### config.mk
export PLATFORM = sky130hd
export DESIGN_NAME = pipe_stage_reg
export DESIGN_NICKNAME = d
export VERILOG_FILES = /design/src/rtl/pipe_stage_reg.sv
export SDC_FILE = /design/constraint.sdc
export NUM_CORES = 1
export LEC_CHECK = 0
export ABC_AREA = 1
export BUFFER_PORTS_ARGS = -buffer_cell sky130_fd_sc_hd__buf_4
export CORE_UTILIZATION = 45
export CTS_CLUSTER_DIAMETER = 60
export DETAILED_ROUTE_END_ITERATION = 8
export PLACE_DENSITY = 0.71
export RECOVER_POWER = 50
export SYNTH_ARGS = -nofsm -noshare
export SYNTH_HDL_FRONTEND = slang
export SYNTH_SLANG_ARGS = --single-unit
export TNS_END_PERCENT = 20
### constraint.sdc
create_clock -name clk -period 15.1 [get_ports clk]
set_input_delay 1.51 -clock clk [delete_from_list [all_inputs] [get_ports clk]]
set_output_delay 1.51 -clock clk [all_outputs]
set_load 0.01 [all_outputs]
### src/rtl/pipe_stage_reg.sv
// Pipeline-stage register with a valid/ready handshake and a two-entry skid buffer.
// A bubble or flush forces the control bundle to BUBBLE_CTRL, and a saturating counter tracks stall cycles.
module pipe_stage_reg #(
    parameter int                CTRL_W      = 16,
    parameter int                DATA_W      = 128,
    parameter logic [CTRL_W-1:0] BUBBLE_CTRL = '0,
    parameter int                STALL_CNT_W = 16
) (
    input  logic                   clk,
    input  logic                   rst,
    input  logic                   flush,
    input  logic                   in_valid,
    output logic                   in_ready,
    input  logic [CTRL_W-1:0]      in_ctrl,
    input  logic [DATA_W-1:0]      in_data,
    output logic                   out_valid,
    input  logic                   out_ready,
    output logic [CTRL_W-1:0]      out_ctrl,
    output logic [DATA_W-1:0]      out_data,
    output logic [STALL_CNT_W-1:0] stall_cycles
);

    // State bits are {out_valid, skid_valid}.
    typedef enum logic [1:0] {
        ST_EMPTY = 2'b00,
        ST_FULL  = 2'b10,
        ST_SKID  = 2'b11
    } state_t;

    state_t                 state_reg, state_next;
    logic [CTRL_W-1:0]      main_ctrl_reg, main_ctrl_next;
    logic [DATA_W-1:0]      main_data_reg, main_data_next;
    logic [CTRL_W-1:0]      skid_ctrl_reg, skid_ctrl_next;
    logic [DATA_W-1:0]      skid_data_reg, skid_data_next;
    logic [STALL_CNT_W-1:0] stall_reg, stall_next;
    logic                   accept;
    logic                   xfer;

    always_ff @(posedge clk or posedge rst) begin
        if (rst) begin
            state_reg     <= ST_EMPTY;
            main_ctrl_reg <= BUBBLE_CTRL;
            main_data_reg <= '0;
            skid_ctrl_reg <= '0;
            skid_data_reg <= '0;
            stall_reg     <= '0;
        end else begin
            state_reg     <= state_next;
            main_ctrl_reg <= main_ctrl_next;
            main_data_reg <= main_data_next;
            skid_ctrl_reg <= skid_ctrl_next;
            skid_data_reg <= skid_data_next;
            stall_reg     <= stall_next;
        end
    end

    assign accept = in_valid & in_ready;
    assign xfer   = out_valid & out_ready;

    always_comb begin
        state_next     = state_reg;
        main_ctrl_next = main_ctrl_reg;
        main_data_next = main_data_reg;
        skid_ctrl_next = skid_ctrl_reg;
        skid_data_next = skid_data_reg;
        if (flush) begin
            // Flush drops both held beats and any beat accepted this cycle; data is left as is.
            state_next     = ST_EMPTY;
            main_ctrl_next = BUBBLE_CTRL;
        end else begin
            case (state_reg)
                ST_EMPTY: begin
                    if (accept) begin
                        state_next     = ST_FULL;
                        main_ctrl_next = in_ctrl;
                        main_data_next = in_data;
                    end
                end
                ST_FULL: begin
                    if (xfer && accept) begin
                        main_ctrl_next = in_ctrl;
                        main_data_next = in_data;
                    end else if (xfer) begin
                        state_next     = ST_EMPTY;
                        main_ctrl_next = BUBBLE_CTRL;
                    end else if (accept) begin
                        state_next     = ST_SKID;
                        skid_ctrl_next = in_ctrl;
                        skid_data_next = in_data;
                    end
                end
                ST_SKID: begin
                    if (xfer) begin
                        state_next     = ST_FULL;
                        main_ctrl_next = skid_ctrl_reg;
                        main_data_next = skid_data_reg;
                    end
                end
                default: begin
                    state_next     = ST_EMPTY;
                    main_ctrl_next = BUBBLE_CTRL;
                end
            endcase
        end
    end

    // The stall counter is independent of flush; it saturates instead of wrapping.
    always_comb begin
        stall_next = stall_reg;
        if (out_valid && !out_ready && (stall_reg != '1)) begin
            stall_next = stall_reg + 1'b1;
        end
    end

    always_comb begin
        out_valid    = (state_reg != ST_EMPTY);
        in_ready     = (state_reg != ST_SKID);
        out_ctrl     = main_ctrl_reg;
        out_data     = main_data_reg;
        stall_cycles = stall_reg;
    end

endmodule
==> key figures, run 1 <==
Outcome
  • Status: finished with violations
  • Violations in the final reports: capacitance limit, slew limit

Yosys
  • Area of the mapped netlist: around 13000 um^2
  • Synth Warn #: 0
  • Sequential area share after synthesis: 0.571
  • Synth area leaders: dfrtp_1, nand2_1, o21ai_0
  • Post-synth top area share: 0.571
  • Synth Register Bits: about 300
  • Asr flop ratio synth: 1.00
  • Post-synth top cells: nand2_1, dfrtp_1, o21ai_0
  • Synth cell types: 26
  • Synth Flop Type: dfrtp_1
  • EDFF count, synth: 0
  • Cells after Synth: between 1500 and 2000
  • Yosys top cell by area: dfrtp_1
  • Syn_area_per_cell: 8.26 um^2
  • Syn nets: ~1800
  • Most frequent cell after synthesis: nand2_1

Clocking
  • CTS H-tree depth: 2
  • Skew-Pair Late Insertion Delay: about 500 ps
  • Maximum clock path buffer count: 3
  • Hold-fix buffers at CTS: 0
  • Num CTS Buffers: 35
  • Post-cts repair resize count: 0
  • Post-CTS setup buffers: 0
  • Clock net sink count: 306
  • CTS Root Cell: clkbuf_16
  • CTS tree: yes
  • Clock transition at path regs: 60 ps

Die
  • # rows: slightly above 60
  • Die span in x: ~170 um
  • Core ar.: 29000 um^2
  • Die height: approximately 170 um
  • I/O pins: just over 300
  • Initial core utilization: 0.462
  • Die area: a little over 30000 um^2

Setup path
  • Critical path arrival: 5410 ps
  • CP top delay family: buffers and inverters
  • WS Path Type: in2async
  • WP data required: 14490 ps
  • Worst Setup SP: rst
  • CP endpoint kind: asynchronous set/reset pin
  • Critical Path Fanout Max: between 100 and 150
  • Max incr delay on CP: around 3600 ps
  • Worst Path Buf+Inv: 2
  • CP max-delay cell: clkinvlp_2
  • Worst r2r src: stall_cycles[0]
  • Setup crit start kind: input pin
  • Worst path cell trace: clkbuf_4 -> clkinvlp_2

Final layout
  • Nets@finish: a little over 2000
  • Fill cell count: about 2700
  • Layout cells sized above 1: 0.116
  • Syn-to-layout area delta: 21.9%

Drt
  • DRT Wirelength: between 30000 and 40000 um
  • Vias: 11200
  • Average via count per standard cell: between 4 and 5
  • Post-DR wirelength/cell: between 10 and 15 um
  • 1st-iter DRT viols: 988
  • Routed Antenna Nets: 0
  • Residual DRC count: 0
  • DR pass1 iterations: 5

Hold path
  • Hold_sp: out_ctrl[5]
  • Hold WC Path Type: reg2reg

Pwr
  • Pwr Total: approximately 3200 uW
  • Max VDD drop: ~0.091 mV
  • PD cells: about 200 nW/um^2
  • Leakage power: 0.00846 uW

GRT
  • First-pass GRT wire length: 52800 um
  • Initial antenna violation count: 1
  • Tot GR Track Use: 0.211
  • Largest net degree at the start of global routing: 160
  • Gr ovfl total: 0
  • Number of global-route vias before repair: approximately 10000

Placement
  • GPL Wtd Cong: 0.856
  • Number of buffers added on ports: 310
  • Dpl hpwl: 21000 um

Timing
  • Final Max Slew Viols: 169
  • Final count of negative-setup-slack endpoints: 0
  • Worst slew pin tran: between 6000 and 7000 ps
  • Setup repair after global routing missed its margin: no
  • Clock Skews: 7.41 ps
  • Period utilisation layout: 0.399
  • Post-layout min period: 6020 ps
  • Slew margin rel.: -3.39
  • Fin Setup TNS: 0 ps
  • Hold Violations, Final: 0
  • FMAX: 166 MHz

Flow run
  • Max-Cap Viols: 2
==> cell families after synthesis <==
logic type | count (synthesis) | synth area share
AND/OR/NAND/NOR | 633 | 0.185
AO/OA/AOI/OAI | 412 | 0.155
flip-flops | 306 | 0.571
buffers and inverters | 261 | 0.0799
XOR/XNOR | 8 | 0.00522
adder cells (fa/ha/maj) | 5 | 0.00466
==> layout make-up <==
type	count	area (um^2)	area share
flip-flops and latches	306	7660	0.468
multi-input cells	1058	4690	0.287
repair buffers	316	1780	0.109
clock buffers	56	1100	0.0671
inverters	163	619	0.0379
well taps	384	480	0.0294
clock inverters	4	26.3	0.00161
diodes	1	2.50	0.000153
==> layout by cell type (no fill, tap or decap) <==
cell        netlist  final
xor2_1            2      2
clkinvlp_4        0      1
clkinvlp_2        0      2
inv_2             4      2
o21ai_0         213    214
nand4_1           4      4
nand2_1         563    563
ha_1              5      5
clkbuf_8          0     10
nand2_4           1      1
inv_1           158    157
xnor2_1           6      6
nor2_2            2      2
nand4_4           0      1
a21oi_1           1      1
clkbuf_4          0      1
o21ai_1         195    195
clkbuf_16         0     37
o211ai_1          2      2
buf_4             6    154
nand2_2           2      2
clkinv_1          0      1
inv_6             0      2
nand3_4           0      1
clkinv_2          0      2
buf_12            0      1
diode_2           0      1
nor2_1           18     19
dfrtp_1         306    306
clkbuf_1         40    169
nand3_1          40     39
nor2_4            2      1
==> report_power, final <==
| part | switching, uW | internal [uW] |
|---|---|---|
| combinational | 631 | 341 |
| clock | 324 | 496 |
| sequential | 211 | 1190 |
| total | 1170 | 2030 |
==> worst paths after layout <==
| path | endpoint | slack [ps] | depth (start not counted) |
|---|---|---|---|
| setup / recovery | out_data[78] | 9080 | 2 |
| hold / removal | out_ctrl[5] | 480 | 2 |
| setup reg to reg | stall_cycles[15] | 10580 | 8 |
| hold reg to reg | out_ctrl[5] | 480 | 2 |
| max in group clk | stall_cycles[15] | 10580 | 8 |
| min in group asynchronous | out_data[11] | 3080 | 2 |
==> through the flow <==
step | instances | hold slack, ps | setup slack (ps) | area, um^2 | utilization
5_1_grt | 2288 | 490 | 7970 | 16400 | 0.564
2_1_floorplan | 1625 | 448 | 5130 | 13400 | -
3_3_place_gp | 2227 | 460 | 11350 | 15900 | 0.547
4_1_cts | 2287 | 482 | 11110 | 17000 | 0.585
6_report | 2288 | 477 | 9080 | 16400 | 0.564
3_5_place_dp | 2227 | 466 | 11370 | 15900 | 0.547
==> per-layer routing <==
metal | global-route usage | part of all wire
met4 | 0.0844 | 0.034
met3 | 0.0396 | 0.056
met5 | 0 | 0
met2 | 0.329 | 0.46
met1 | 0.292 | 0.45
No activity file was read; power rests on OpenSTA's default activity.
==> run 2: changes to the inputs <==
--- a/config.mk
+++ b/config.mk
@@ -5,12 +5,12 @@
 export SDC_FILE = /design/constraint.sdc
 export NUM_CORES = 1
 export LEC_CHECK = 0
-export ABC_AREA = 1
+export ABC_AREA = 0
 export BUFFER_PORTS_ARGS = -buffer_cell sky130_fd_sc_hd__buf_4
 export CORE_UTILIZATION = 45
 export CTS_CLUSTER_DIAMETER = 60
 export DETAILED_ROUTE_END_ITERATION = 8
-export PLACE_DENSITY = 0.71
+export PLACE_DENSITY = 0.7
 export RECOVER_POWER = 50
 export SYNTH_ARGS = -nofsm -noshare
 export SYNTH_HDL_FRONTEND = slang
==> constraint.sdc (replaced) <==
create_clock -name clk -period 6.15 [get_ports clk]
set_input_delay 0.615 -clock clk [delete_from_list [all_inputs] [get_ports clk]]
set_output_delay 0.615 -clock clk [all_outputs]
set_load 0.01 [all_outputs]
==> run 2 against run 1 <==
Effect of this change:
- the flow still finishes with violations (capacitance limit, slew limit)
- sequential share of layout area fell by 0.86 points
- power rose to 2.5 times the previous value
- critical path type unchanged
- largest cell class unchanged
- clock power increased by 140%
- utilization decreased by 0.15 points
- clock-buffer cell count is 3 lower
==> key figures, run 2 <==
Outcome
  • Status: finished with violations (unchanged)
  • Violations in the final reports: capacitance limit, slew limit (unchanged)

Final layout
  • Most common cell after layout, fill and taps aside: mux2_2 (was nand2_1)
  • Commonest cells after routing, fill and taps aside: mux2_2, dfrtp_1, clkbuf_1, buf_4, mux2_4 (was nand2_1, dfrtp_1, o21ai_0, o21ai_1, clkbuf_1)
  • Non-filler cells, final: 1596 (was 2288)
  • Layout cells sized above 1: 0.512 (was 0.116)
  • Syn-to-layout area delta: 23.0% (was 21.9%)
  • Fill cell count: 2596 (was 2735)
  • Ant. Diodes: 0 (was 1)
  • Nets@finish: 1340 (was 2034)
  • Layout Utilization: 0.562 (was 0.564)

Setup path
  • Critical Path Fanout Max: 151 (was 148)
  • WP data required: 5870 ps (was 14490 ps)
  • Critical path arrival: 3540 ps (was 5410 ps)
  • WS Path Type: in2async (unchanged)
  • CP endpoint kind: asynchronous set/reset pin (unchanged)
  • Setup crit start kind: input pin (unchanged)

Yosys
  • Synth area leaders: dfrtp_1, mux2_2, mux2_4 (was dfrtp_1, nand2_1, o21ai_0)
  • Post-synth top area share: 0.565 (was 0.571)
  • Cells after Synth: 880 (was 1625)
  • Asr flop ratio synth: 1.00 (unchanged)
  • Syn nets: 1034 (was 1779)
  • Sequential area share after synthesis: 0.565 (was 0.571)
  • EDFF count, synth: 0 (unchanged)
  • Synth Register Bits: 306 (unchanged)
  • Yosys top cell by area: dfrtp_1 (unchanged)
  • Area of the mapped netlist: 13500 um^2 (was 13400 um^2)
  • Synth Warn #: 0 (unchanged)
  • Syn_area_per_cell: 15.4 um^2 (was 8.26 um^2)
  • Most frequent cell after synthesis: mux2_2 (was nand2_1)
  • Post-synth top cells: mux2_2, dfrtp_1, mux2_4 (was nand2_1, dfrtp_1, o21ai_0)
  • Synth cell types: 37 (was 26)
  • Synth Flop Type: dfrtp_1 (unchanged)

Timing
  • Setup repair after global routing missed its margin: no (unchanged)
  • Final Max Slew Viols: 180 (was 169)
  • Hold Violations, Final: 0 (unchanged)
  • Clock Skews: 15.0 ps (was 7.41 ps)
  • Final count of negative-setup-slack endpoints: 0 (unchanged)
  • Slew margin rel.: -1.53 (was -3.39)
  • Post-layout min period: around 3800 ps
  • Worst slew pin tran: 3800 ps (was 6550 ps)
  • Fin Setup TNS: 0 ps (unchanged)
  • Period utilisation layout: 0.621
  • FMAX: around 260 MHz

Clocking
  • Num CTS Buffers: 36 (was 35)
  • Clock net sink count: 306 (unchanged)
  • CTS tree: yes (unchanged)
  • Post-CTS setup buffers: 0 (unchanged)
  • Skew-Pair Late Insertion Delay: 500 ps (about the same)
  • CTS Root Cell: clkbuf_16 (unchanged)
  • Maximum clock path buffer count: 3 (unchanged)
  • Hold-fix buffers at CTS: 0 (unchanged)
  • Clock transition at path regs: 60 ps (about the same)
  • CTS H-tree depth: 2 (unchanged)
  • Post-cts repair resize count: 0 (unchanged)

Drt
  • Average via count per standard cell: 5.25 (was 4.90)
  • Vias: 8373 (was 11200)
  • DR pass1 iterations: 6 (was 5)
  • Routed Antenna Nets: 0 (unchanged)
  • Residual DRC count: 0 (unchanged)
  • DRT Wirelength: 29800 um (was 32500 um)
  • Post-DR wirelength/cell: 18.6 um (was 14.2 um)
  • 1st-iter DRT viols: 403 (was 988)

GRT
  • Tot GR Track Use: 0.192 (was 0.211)
  • First-pass GRT wire length: 47300 um (was 52800 um)
  • Initial antenna violation count: 0 (was 1)
  • Gr ovfl total: 0 (unchanged)
  • Number of global-route vias before repair: 8718 (was 10300)
  • Largest net degree at the start of global routing: 157 (was 160)

Pwr
  • PD cells: 483 nW/um^2 (was 195 nW/um^2)
  • Pwr Total: 8060 uW (was 3200 uW)
  • Max VDD drop: 0.271 mV (was 0.0906 mV)
  • Leakage power: 0.00746 uW (was 0.00846 uW)

Die
  • Die height: 175 um (about the same)
  • Die span in x: 175 um (about the same)
  • # rows: 63 (was 62)
  • Initial core utilization: 0.457 (was 0.462)
  • Core ar.: 29600 um^2 (was 29000 um^2)
  • Die area: 30800 um^2 (was 30500 um^2)
  • I/O pins: 311 (unchanged)

Flow run
  • Max-Cap Viols: 2 (unchanged)

Placement
  • GPL Wtd Cong: 0.792 (was 0.856)
  • Number of buffers added on ports: 310 (unchanged)
  • Dpl hpwl: 19200 um (was 21000 um)
  • DP Cell Count: 1538 (was 2227)

Hold path
  • Hold WC Path Type: in2reg (was reg2reg)
==> run 2: worst max-delay path, stage by stage <==
cell and delay (ps):
clkbuf_4 110, clkinvlp_2 50, clkbuf_2 2540
==> run 2: cell type report <==
cell class / instances / area, um^2 / share of cell area
flip-flops and latches: 306 / 7660 / 0.459
clock buffers: 53 / 1040 / 0.0622
well taps: 390 / 488 / 0.0293
clock inverters: 5 / 31.3 / 0.00188
multi-input cells: 518 / 5610 / 0.336
repair buffers: 318 / 1820 / 0.109
inverters: 6 / 23.8 / 0.00143
==> run 2: routing by layer <==
| layer | global-route usage | vias up | share of wire |
|---|---|---|---|
| li1 | - | 3798 | - |
| met1 | 0.254 | 4244 | 0.42 |
| met2 | 0.295 | 278 | 0.46 |
| met3 | 0.0667 | 53 | 0.095 |
| met4 | 0.0580 | 0 | 0.026 |
| met5 | 0.00481 | - | 0 |
==> run 2: logic make-up after synthesis <==
| logic type | after synthesis | share of synthesized area |
|---|---|---|
| AOI/OAI and AO/OA | 46 | 0.0282 |
| adders and majority gates | 5 | 0.00462 |
| and+or+nand+nor | 51 | 0.0202 |
| buffers and inverters | 56 | 0.0216 |
| xor gates and xnor gates | 13 | 0.00841 |
| DFF | 306 | 0.565 |
| muxes | 403 | 0.352 |
==> run 2: where the power goes <==
part | switching, uW | leakage (uW) | total [uW] | internal, uW
Sequential | 498 | 0.00368 | 3480 | 2990
Clock | 793 | 0.000521 | 1950 | 1160
Combinational | 1190 | 0.00325 | 2620 | 1430
Total | 2480 | 0.00746 | 8060 | 5580
==> run 2: final timing paths <==
kind	from	end	slack [ps]	depth (start not counted)
worst max-delay path	rst	skid_data_reg[86]	2330	3
worst min-delay path	in_data[92]	skid_data_reg[92]	350	2
worst max register to register	state_reg[0]	out_data[25]	2540	6
worst min register to register	stall_cycles[12]	stall_cycles[12]	490	1
max in group clk	state_reg[0]	out_data[25]	2540	6
min in group asynchronous	rst	skid_data_reg[12]	1540	3
==> run 2: metrics by stage <==
step	worst slack [ps]	cell area [um^2]	hold slack, ps
after floorplan	1460	13500	474
after global placement	3120	16200	481
after detailed placement	3080	16200	486
after CTS	3060	17300	328
after global routing	1650	16700	334
final	2330	16700	350
==> run 3: changes to the inputs <==
--- a/config.mk
+++ b/config.mk
@@ -10,7 +10,7 @@
 export CORE_UTILIZATION = 45
 export CTS_CLUSTER_DIAMETER = 60
 export DETAILED_ROUTE_END_ITERATION = 8
-export PLACE_DENSITY = 0.7
+export PLACE_DENSITY = 0.73
 export RECOVER_POWER = 50
 export SYNTH_ARGS = -nofsm -noshare
 export SYNTH_HDL_FRONTEND = slang
==> constraint.sdc (replaced) <==
create_clock -name clk -period 3.2 [get_ports clk]
set_input_delay 0.32 -clock clk [delete_from_list [all_inputs] [get_ports clk]]
set_output_delay 0.32 -clock clk [all_outputs]
set_load 0.01 [all_outputs]
==> run 3 against run 2 <==
Effect of this change:
- the flow still finishes with violations (capacitance limit, slew limit)
- via count decreased by 0.87%
- non-clock buffer count increased by 6
- cell area increased by 2.6%
- clock skew about the same
- power increased by 99%
- largest power group unchanged
- hold slack got worse by 300 ps
- combinational power increased by 110%
==> key figures, run 3 (same netlist as run 2, synthesis figures left out) <==
Clocking
  • Skew-Pair Late Insertion Delay: 510 ps (was 500 ps)
  • Clock transition at path regs: 60 ps (about the same)
  • Num CTS Buffers: 35 (was 36)
  • Maximum clock path buffer count: 3 (unchanged)
  • Clock net sink count: 306 (unchanged)
  • Post-cts repair resize count: 0 (unchanged)
  • Post-CTS setup buffers: 0 (unchanged)
  • CTS Root Cell: clkbuf_16 (unchanged)
  • Hold-fix buffers at CTS: 1 (was 0)
  • CTS tree: yes (unchanged)
  • CTS H-tree depth: 2 (unchanged)

Drt
  • Routed Antenna Nets: 0 (unchanged)
  • Vias: 8300 (was 8373)
  • DRT Wirelength: 29500 um (was 29800 um)
  • Post-DR wirelength/cell: 18.4 um (was 18.6 um)
  • Average via count per standard cell: 5.18 (was 5.25)
  • DR pass1 iterations: 4 (was 6)
  • Residual DRC count: 0 (unchanged)
  • 1st-iter DRT viols: 332 (was 403)

Timing
  • Smallest hold slack: 50.5 ps (was 350 ps)
  • Period utilisation layout: 0.832
  • Final Max Slew Viols: 258 (was 180)
  • Final count of negative-setup-slack endpoints: 0 (unchanged)
  • Clock Skews: 15.4 ps (was 15.0 ps)
  • Post-layout min period: roughly 2700 ps
  • Slew margin rel.: -0.231 (was -1.53)
  • FMAX: 376 MHz
  • Hold Violations, Final: 0 (unchanged)
  • Worst slew pin tran: 1850 ps (was 3800 ps)
  • Setup repair after global routing missed its margin: no (unchanged)

Setup path
  • WP data required: 3580 ps (was 5870 ps)
  • WS Path Type: reg2reg (was in2async)
  • CP endpoint kind: register (was asynchronous set/reset pin)
  • Worst path cell trace: inv_1 -> ha_1 -> nand2b_2 -> nand2_2 -> or3_4 -> buf_12 -> mux2_2 (was clkbuf_4 -> clkinvlp_2 -> clkbuf_2)
  • CP top delay family: simple AND/OR/NAND/NOR gates (was buffers and inverters)
  • Critical path arrival: 3050 ps (was 3540 ps)
  • Setup crit start kind: register (was input pin)
  • Max incr delay on CP: 580 ps (was 2540 ps)
  • Worst Path Buf+Inv: 2 (was 3)
  • CP max-delay cell: or3_4 (was clkbuf_2)
  • Critical Path Fanout Max: 54 (was 151)

Hold path
  • Hold WC Path Type: in2reg (unchanged)

GRT
  • Number of global-route vias before repair: 8737 (was 8718)
  • Tot GR Track Use: 0.193 (was 0.192)
  • Busiest grt layer: met2 (unchanged)
  • Met3 usage: 0.0734 (was 0.0667)
  • Met2 usage: 0.304 (was 0.295)
  • First-pass GRT wire length: 47600 um (was 47300 um)
  • Largest net degree at the start of global routing: 147 (was 157)
  • Initial antenna violation count: 0 (unchanged)
  • Met1 Usage GRT: 0.249 (was 0.254)
  • Gr ovfl total: 0 (unchanged)

Die
  • Die span in x: 175 um (unchanged)
  • Die area: 30800 um^2 (unchanged)
  • Core ar.: 29600 um^2 (unchanged)
  • I/O pins: 311 (unchanged)
  • # rows: 63 (unchanged)
  • Initial core utilization: 0.457 (unchanged)
  • Die height: 175 um (unchanged)

Pwr
  • Max VDD drop: 0.555 mV (was 0.271 mV)
  • Leakage power: 0.00782 uW (was 0.00746 uW)
  • PD cells: 936 nW/um^2 (was 483 nW/um^2)

Final layout
  • Syn-to-layout area delta: 26.2% (was 23.0%)
  • Nets@finish: 1345 (was 1340)
  • Design Area, Final: 17100 um^2 (was 16700 um^2)
  • Layout cells sized above 1: 0.580 (was 0.512)
  • Most common cell after layout, fill and taps aside: mux2_2 (unchanged)
  • Commonest cells after routing, fill and taps aside: mux2_2, dfrtp_1, buf_4, clkbuf_1, mux2_4 (was mux2_2, dfrtp_1, clkbuf_1, buf_4, mux2_4)
  • Layout Utilization: 0.577 (was 0.562)
  • Non-filler cells, final: 1603 (was 1596)
  • Ant. Diodes: 0 (unchanged)

Flow run
  • Max-Cap Viols: 3 (was 2)

Placement
  • DP Cell Count: 1543 (was 1538)
  • Placed instance area: 16300 um^2 (was 16200 um^2)
  • Dpl hpwl: 19200 um (about the same)
  • Number of buffers added on ports: 310 (unchanged)
  • GPL Wtd Cong: 0.778 (was 0.792)

Outcome
  • Violations in the final reports: capacitance limit, slew limit (unchanged)
  • Status: finished with violations (unchanged)
[run 3: cell types whose count changed in the layout (fill, tap and decap cells not counted), moves of 2 or more]
cell      delta
clkbuf_1    -80
clkbuf_8     +3
buf_4       +79
buf_12       +2
clkbuf_2     +2
[run 3: stage by stage]
stage,setup TNS [ps],worst slack [ps],power (uW)
4_1_cts,0,545,16600
3_3_place_gp,0,585,12500
5_1_grt,0,392,16900
2_1_floorplan,-364440,-1190,10100
6_report,0,537,16000
3_5_place_dp,0,545,12700
[run 3: routing by layer]
layer  routed length [um]  part of all wire
met3                 2650             0.090
met1                12600              0.43
met2                13700              0.46
met4                  549             0.019
met5                    0                 0
[run 3: power by group]
group          internal [uW]  switching (uW)
clock                   2370            1500
sequential              5740             971
combinational           3130            2290
total                  11200            4760
[run 3: cell type report]
| class | count | area [um^2] |
|---|---|---|
| repair buffers | 324 | 2190 |
| inverters | 6 | 23.8 |
| well taps | 390 | 488 |
| clock inverters | 4 | 45.0 |
| flip-flops and latches | 306 | 7660 |
| fillers | 2486 | 12500 |
| clock buffers | 55 | 1070 |
| multi-input cells | 518 | 5620 |
[run 3: worst paths after layout]
check | slack (ps) | end | depth (start not counted) | from
setup / recovery | 540 | skid_data_reg[59] | 7 | state_reg[0]
hold / removal | 50 | skid_data_reg[90] | 2 | in_data[90]
setup reg to reg | 540 | skid_data_reg[59] | 7 | state_reg[0]
hold reg to reg | 500 | skid_data_reg[19] | 1 | skid_data_reg[19]
max in group asynchronous | 840 | out_ctrl[7] | 4 | rst
min in group asynchronous | 330 | out_data[13] | 3 | rst
